[src/rtl/pll_lock_supervisor.sv]
// pll_lock_supervisor
//   Sequences the RESET input of a PLL from its LOCK output. The block runs on
//   the free-running reference clock. It holds the PLL in reset for a fixed
//   time and then waits for lock. Lock must then stay stable for a
//   programmable time before the downstream reset is released. Lock loss and
//   acquire timeout both send the PLL back through the sequence. Saturating
//   event counters are kept for debug.
//
// Ports
//   clk          free-running reference clock (not a PLL output)
//   rst_n        synchronous active-low reset
//   pll_lock_i   PLL LOCK, asynchronous to clk
//   clr_cnt_i    synchronous clear of both event counters
//   pll_reset_o  PLL RESET, active-high
//   sys_rst_n_o  downstream reset, active-low
//   locked_o     high only in RUN (same as sys_rst_n_o)
//   state_o      0=PLL_RST, 1=WAIT, 2=STAB, 3=RUN
//   loss_cnt_o   saturating count of RUN->WAIT lock losses
//   retry_cnt_o  saturating count of WAIT timeouts
module pll_lock_supervisor #(
   parameter int SYNC_STAGES    = 2,
   parameter int PLL_RST_CYCLES = 16,
   parameter int STABLE_CYCLES  = 1024,
   parameter int TIMEOUT_CYCLES = 270000,
   parameter int CNT_W          = 8
) (
   input  logic             clk,
   input  logic             rst_n,
   input  logic             pll_lock_i,
   input  logic             clr_cnt_i,
   output logic             pll_reset_o,
   output logic             sys_rst_n_o,
   output logic             locked_o,
   output logic [1:0]       state_o,
   output logic [CNT_W-1:0] loss_cnt_o,
   output logic [CNT_W-1:0] retry_cnt_o
);

   typedef enum logic [1:0] {
      ST_PLL_RST = 2'd0,
      ST_WAIT    = 2'd1,
      ST_STAB    = 2'd2,
      ST_RUN     = 2'd3
   } state_t;

   // The shared cycle timer must hold the longest of the three intervals.
   localparam int MAX_AB  = (PLL_RST_CYCLES > STABLE_CYCLES) ? PLL_RST_CYCLES : STABLE_CYCLES;
   localparam int MAX_CYC = (MAX_AB > TIMEOUT_CYCLES) ? MAX_AB : TIMEOUT_CYCLES;
   localparam int TMR_W   = $clog2(MAX_CYC + 1);

   localparam logic [TMR_W-1:0] TMR_MAX   = {TMR_W{1'b1}};
   localparam logic [TMR_W-1:0] TMR_ONE   = TMR_W'(1);
   localparam logic [TMR_W-1:0] RST_LAST  = TMR_W'(PLL_RST_CYCLES - 1);
   localparam logic [TMR_W-1:0] STAB_LAST = TMR_W'(STABLE_CYCLES - 1);
   localparam logic [TMR_W-1:0] TO_LAST   = TMR_W'(TIMEOUT_CYCLES - 1);
   localparam logic [CNT_W-1:0] CNT_MAX   = {CNT_W{1'b1}};
   localparam logic [CNT_W-1:0] CNT_ONE   = CNT_W'(1);

   // Saturating increment for the debug event counters.
   function automatic logic [CNT_W-1:0] sat_inc(input logic [CNT_W-1:0] v);
      logic [CNT_W-1:0] r;
      if (v == CNT_MAX) begin
         r = v;
      end else begin
         r = v + CNT_ONE;
      end
      return r;
   endfunction

   logic [SYNC_STAGES-1:0] sync_q, sync_d;
   logic                   lock_s;
   state_t                 state_q, state_d;
   logic [TMR_W-1:0]       tmr_q, tmr_d;
   logic [CNT_W-1:0]       loss_q, loss_d;
   logic [CNT_W-1:0]       retry_q, retry_d;
   logic                   pll_reset_q, pll_reset_d;
   logic                   sys_rst_n_q, sys_rst_n_d;
   logic                   locked_q, locked_d;
   logic                   loss_ev_s;
   logic                   retry_ev_s;

   assign lock_s = sync_q[SYNC_STAGES-1];

   // Next-state, timer, counter and output decode.
   always_comb begin
      sync_d     = {sync_q[SYNC_STAGES-2:0], pll_lock_i};
      state_d    = state_q;
      loss_ev_s  = 1'b0;
      retry_ev_s = 1'b0;

      case (state_q)
         ST_PLL_RST: begin
            // lock_s is deliberately ignored while the PLL is held in reset.
            if (tmr_q == RST_LAST) begin
               state_d = ST_WAIT;
            end else begin
               state_d = ST_PLL_RST;
            end
         end
         ST_WAIT: begin
            // Lock takes priority over a coincident timeout.
            if (lock_s) begin
               state_d = ST_STAB;
            end else if (tmr_q == TO_LAST) begin
               state_d    = ST_PLL_RST;
               retry_ev_s = 1'b1;
            end else begin
               state_d = ST_WAIT;
            end
         end
         ST_STAB: begin
            if (!lock_s) begin
               state_d = ST_WAIT;
            end else if (tmr_q == STAB_LAST) begin
               state_d = ST_RUN;
            end else begin
               state_d = ST_STAB;
            end
         end
         ST_RUN: begin
            // No filtering: a single low cycle of lock_s drops the reset.
            if (!lock_s) begin
               state_d   = ST_WAIT;
               loss_ev_s = 1'b1;
            end else begin
               state_d = ST_RUN;
            end
         end
         default: begin
            state_d = ST_PLL_RST;
         end
      endcase

      // The timer restarts on every transition and otherwise counts up,
      // holding at its maximum so a long RUN never wraps it.
      if (state_d != state_q) begin
         tmr_d = '0;
      end else if (tmr_q == TMR_MAX) begin
         tmr_d = tmr_q;
      end else begin
         tmr_d = tmr_q + TMR_ONE;
      end

      // Clear wins over a coincident increment.
      if (clr_cnt_i) begin
         loss_d = '0;
      end else if (loss_ev_s) begin
         loss_d = sat_inc(loss_q);
      end else begin
         loss_d = loss_q;
      end

      if (clr_cnt_i) begin
         retry_d = '0;
      end else if (retry_ev_s) begin
         retry_d = sat_inc(retry_q);
      end else begin
         retry_d = retry_q;
      end

      // Outputs are decoded from the next state so they move with state_o.
      pll_reset_d = (state_d == ST_PLL_RST);
      sys_rst_n_d = (state_d == ST_RUN);
      locked_d    = (state_d == ST_RUN);
   end

   // State, synchronizer, timer, counters and registered outputs.
   always_ff @(posedge clk) begin
      if (!rst_n) begin
         sync_q      <= '0;
         state_q     <= ST_PLL_RST;
         tmr_q       <= '0;
         loss_q      <= '0;
         retry_q     <= '0;
         pll_reset_q <= 1'b1;
         sys_rst_n_q <= 1'b0;
         locked_q    <= 1'b0;
      end else begin
         sync_q      <= sync_d;
         state_q     <= state_d;
         tmr_q       <= tmr_d;
         loss_q      <= loss_d;
         retry_q     <= retry_d;
         pll_reset_q <= pll_reset_d;
         sys_rst_n_q <= sys_rst_n_d;
         locked_q    <= locked_d;
      end
   end

   assign pll_reset_o = pll_reset_q;
   assign sys_rst_n_o = sys_rst_n_q;
   assign locked_o    = locked_q;
   assign state_o     = state_q;
   assign loss_cnt_o  = loss_q;
   assign retry_cnt_o = retry_q;

endmodule

[config.mk]
export PLATFORM = sky130hd
export DESIGN_NAME = pll_lock_supervisor
export DESIGN_NICKNAME = d
export VERILOG_FILES = /design/src/rtl/pll_lock_supervisor.sv
export SDC_FILE = /design/constraint.sdc
export NUM_CORES = 1
export LEC_CHECK = 0
export ABC_AREA = 1
export CAP_MARGIN = 20
export CORE_MARGIN = 2
export CORE_UTILIZATION = 50
export CTS_BUF_LIST = sky130_fd_sc_hd__clkbuf_8
export CTS_CLUSTER_DIAMETER = 150
export CTS_CLUSTER_SIZE = 10
export DETAILED_ROUTE_END_ITERATION = 6
export MAX_ROUTING_LAYER = met4
export PLACE_DENSITY = 0.82
export RECOVER_POWER = 100
export SYNTH_ARGS = -nofsm -noshare
export SYNTH_HDL_FRONTEND = slang
export SYNTH_SLANG_ARGS = --single-unit
[constraint.sdc]
create_clock -name clk -period 4.5 [get_ports clk]
set_clock_uncertainty 0.05 [all_clocks]
set_input_delay 0.675 -clock clk [delete_from_list [all_inputs] [get_ports clk]]
set_output_delay 0.675 -clock clk [all_outputs]
set_load 0.05 [all_outputs]
==> flow_summary.yaml <==
synthesis:
  synth_cell_types: 31
  ys_ff_latch: 41
  syn_inst: 333
  synthTopCellsByArea: "dfxtp_1 37%, nor2_1 11%, nand2_1 11%, inv_1 6.9%, xor2_1 4.3%"
  synth_top_area_frac: 0.365
  yosysWarnings: 0
  synth_area_leader_cell: "dfxtp_1"
  syn_area_per_cell_um2: 6.74
  mappedNetlistArea_um2: 2250
  synth_seq_area_share: 0.365
  syn_nets: 340
final_layout:
  layout.nets: 366
  fillers: 408
  area_delta_synth_final_pct: 15.4
  n_antenna_cell: 0
  drive_above_1_share: 0.0889
sta:
  fmaxAchievable_mhz: 393
  setup-tns-final_ns: 0
  relSlewSlack: 0.395
  fin_crit_sh: 0.565
  setup_viol: 0
  hold_viol: 0
  worst_pin_slew_ns: 0.905
  fin_crit_ns: 2.54
  maxSlewViolCount: 0
  grt_setup_unrepaired: "no"
floorplan:
  die_x_um: 71.0
  rows: 24
  ioPinCount: 25
  start_util: 0.516
  core_area_um2: 4350
  die_h_um: 71.0
  dieArea_um2: 5040
cts:
  max-clock-path-buffers: 2
  cts_tree: "built"
  cts_root_buf: "clkbuf_8"
  clk-insertion-delay-late_ns: 0.30
  path_clk_slew_ns: 0.08
  cts_resized: 0
  cts_hold_buf: 0
  h-tree-depth: 2
  cts_made_buffers: 5
  postCtsSetupRepairBufs: 0
  cts_sinks: 41
drt:
  totalWireLength_mm: 4.81
  vias: 2109
  drc: 0
  antenna_left: 0
  first_pass_iters: 4
  drt-vias-per-instance: 5.12
  routedWlPerCell_um: 11.7
  drt_iter0_drc: 191
critical_path:
  max_stage_delay_ns: 0.66
  crit_slowest_cell: "nand2_1"
  worstPathRequired_ns: 4.60
  cp.arrival_ns: 2.65
  r2r_slack_ns: 1.96
  crit_type: "reg2reg"
  cp-end-kind: "flop"
  worstReg2RegEnd: "tmr_q[8]"
  path_cells: "ha_1, nand3_1, nor2_1, nand3_1, nand2_1, nand2_1, nand3_1, nand2_2, nand2_1, nor2_1"
  crit_fanout: 19
  r2r_start: "tmr_q[0]"
  start_kind: "flop"
  rr_worst_depth: 10
power_and_ir_drop:
  ir_worst_vdd_mv: 0.180
  power_uw: 695
  p_leak_nw: 1.13
  power_density_nw_per_um2: 268
grt:
  overflow: 0
  grt_pass1_wl_mm: 8.07
  grt_pass1_vias: 1909
  antenna_found_initial: 0
  grt_usage: 0.205
  grt_max_degree: 20
worst_hold_path:
  min_to: "sync_q[1]"
  hold_start: "sync_q[0]"
  whs_path_depth: 2
  worstHoldPathType: "reg2reg"
place:
  port-buffer-count: 24
  place_hpwl_mm: 3.47
  place_congestion: 0.892
job:
  drv_cap: 0
status:
  status: "complete, no violations"
==> cells in the final DEF, fill, tap and decap left out, drive strengths merged <==
cell and n:
a21boi 1, a21oi 11, and3 2, bufinv 1, clkbuf 5, clkdlybuf4s50 2, clkinv 1, clkinvlp 1
dfxtp 41, dlygate4sd3 22, ha 3, inv 46, nand2 72, nand3 16, nand3b 1, nand4 11
nor2 80, nor3 14, nor3b 1, nor4 2, o21ai 11, o21bai 2, xnor2 3, xor2 11
==> per-layer routing <==
metal,share of wire,global-route usage,vias up
li1,-,-,1096
met1,0.45,0.236,946
met2,0.49,0.349,60
met3,0.045,0.0456,7
met4,0.018,0.0755,0
met5,0,-,-
==> per-stage QoR <==
stage	hold slack, ns	std cells	cell area, µm²	setup slack (ns)	util
6_report	0.380	412	2590	1.96	0.595
5_1_grt	0.393	412	2590	1.67	0.595
2_1_floorplan	0.340	333	2250	2.63	-
3_3_place_gp	0.353	404	2510	2.18	0.576
3_5_place_dp	0.361	404	2510	2.09	0.576
4_1_cts	0.379	412	2620	2.19	0.603
==> logic make-up (layout without fill, tap and decap cells) <==
family	after synthesis	count (layout)	synth area share
AOI/OAI and AO/OA	25	25	0.0590
and+or+nand+nor	199	199	0.407
xor gates and xnor gates	14	14	0.0546
DFF	41	41	0.365
buffers and inverters	51	78	0.0969
adders and majority gates	3	3	0.0167
==> synthesized netlist by cell type <==
library cell and instances:
nor2_1 66, nand2_1 65, dfxtp_1 41, inv_1 41, nand3_1 14, nor3_1 14
nor2_2 12, a21oi_1 11, nand4_1 11, o21ai_0 11, xor2_1 11, nand2_2 6
inv_2 4, ha_1 3, xnor2_1 3, and3_1 2, nor2_4 2, nor4_1 2
o21bai_1 2, a21boi_0 1, buf_2 1, buf_4 1, buf_6 1, buf_8 1
clkbuf_1 1, inv_4 1, nand2_4 1, nand3_2 1, nand3_4 1, nand3b_1 1
nor3b_1 1
==> worst max path at each step <==
stage	to	cells past startpoint	slack, ns	startpoint
after floorplan	retry_cnt_o[1]	8	2.63	retry_cnt_o[1]
after global placement	loss_cnt_o[2]	5	2.18	rst_n
after detailed placement	loss_cnt_o[4]	5	2.09	rst_n
after CTS	retry_cnt_o[5]	1	2.19	retry_cnt_o[5]
after global routing	tmr_q[12]	10	1.67	tmr_q[0]
final	tmr_q[8]	10	1.96	tmr_q[0]
==> registers in the layout, indices dropped and copies added, names as in the netlist <==
signal and count:
locked_o 1, loss_cnt_o 8, pll_reset_o 1, retry_cnt_o 8
state_o 2, sync_q 2, tmr_q 19
==> critical path, delay by kind of cell, from the launching register on <==
family	cells	cell delay, ns
AND/OR/NAND/NOR	9	1.73
adder cells (fa/ha/maj)	1	0.21
flip-flops	1	0.42
==> final cells by class <==
cell class	instances	area [µm²]	share of cell area
timing repair buffer	24	240	0.0927
clock inverter	3	46.3	0.0179
inverter	46	175	0.0676
sequential	41	821	0.317
multi-input combinational	241	1170	0.453
tap	52	65.1	0.0251
clock buffer	5	68.8	0.0266
==> report_power, final <==
group | switching (mW) | internal, mW | total (mW)
Combinational | 0.0130 | 0.00838 | 0.0214
Sequential | 0.00333 | 0.366 | 0.369
Clock | 0.139 | 0.166 | 0.305
Total | 0.155 | 0.540 | 0.695
Power figures use the tool's default switching activity.
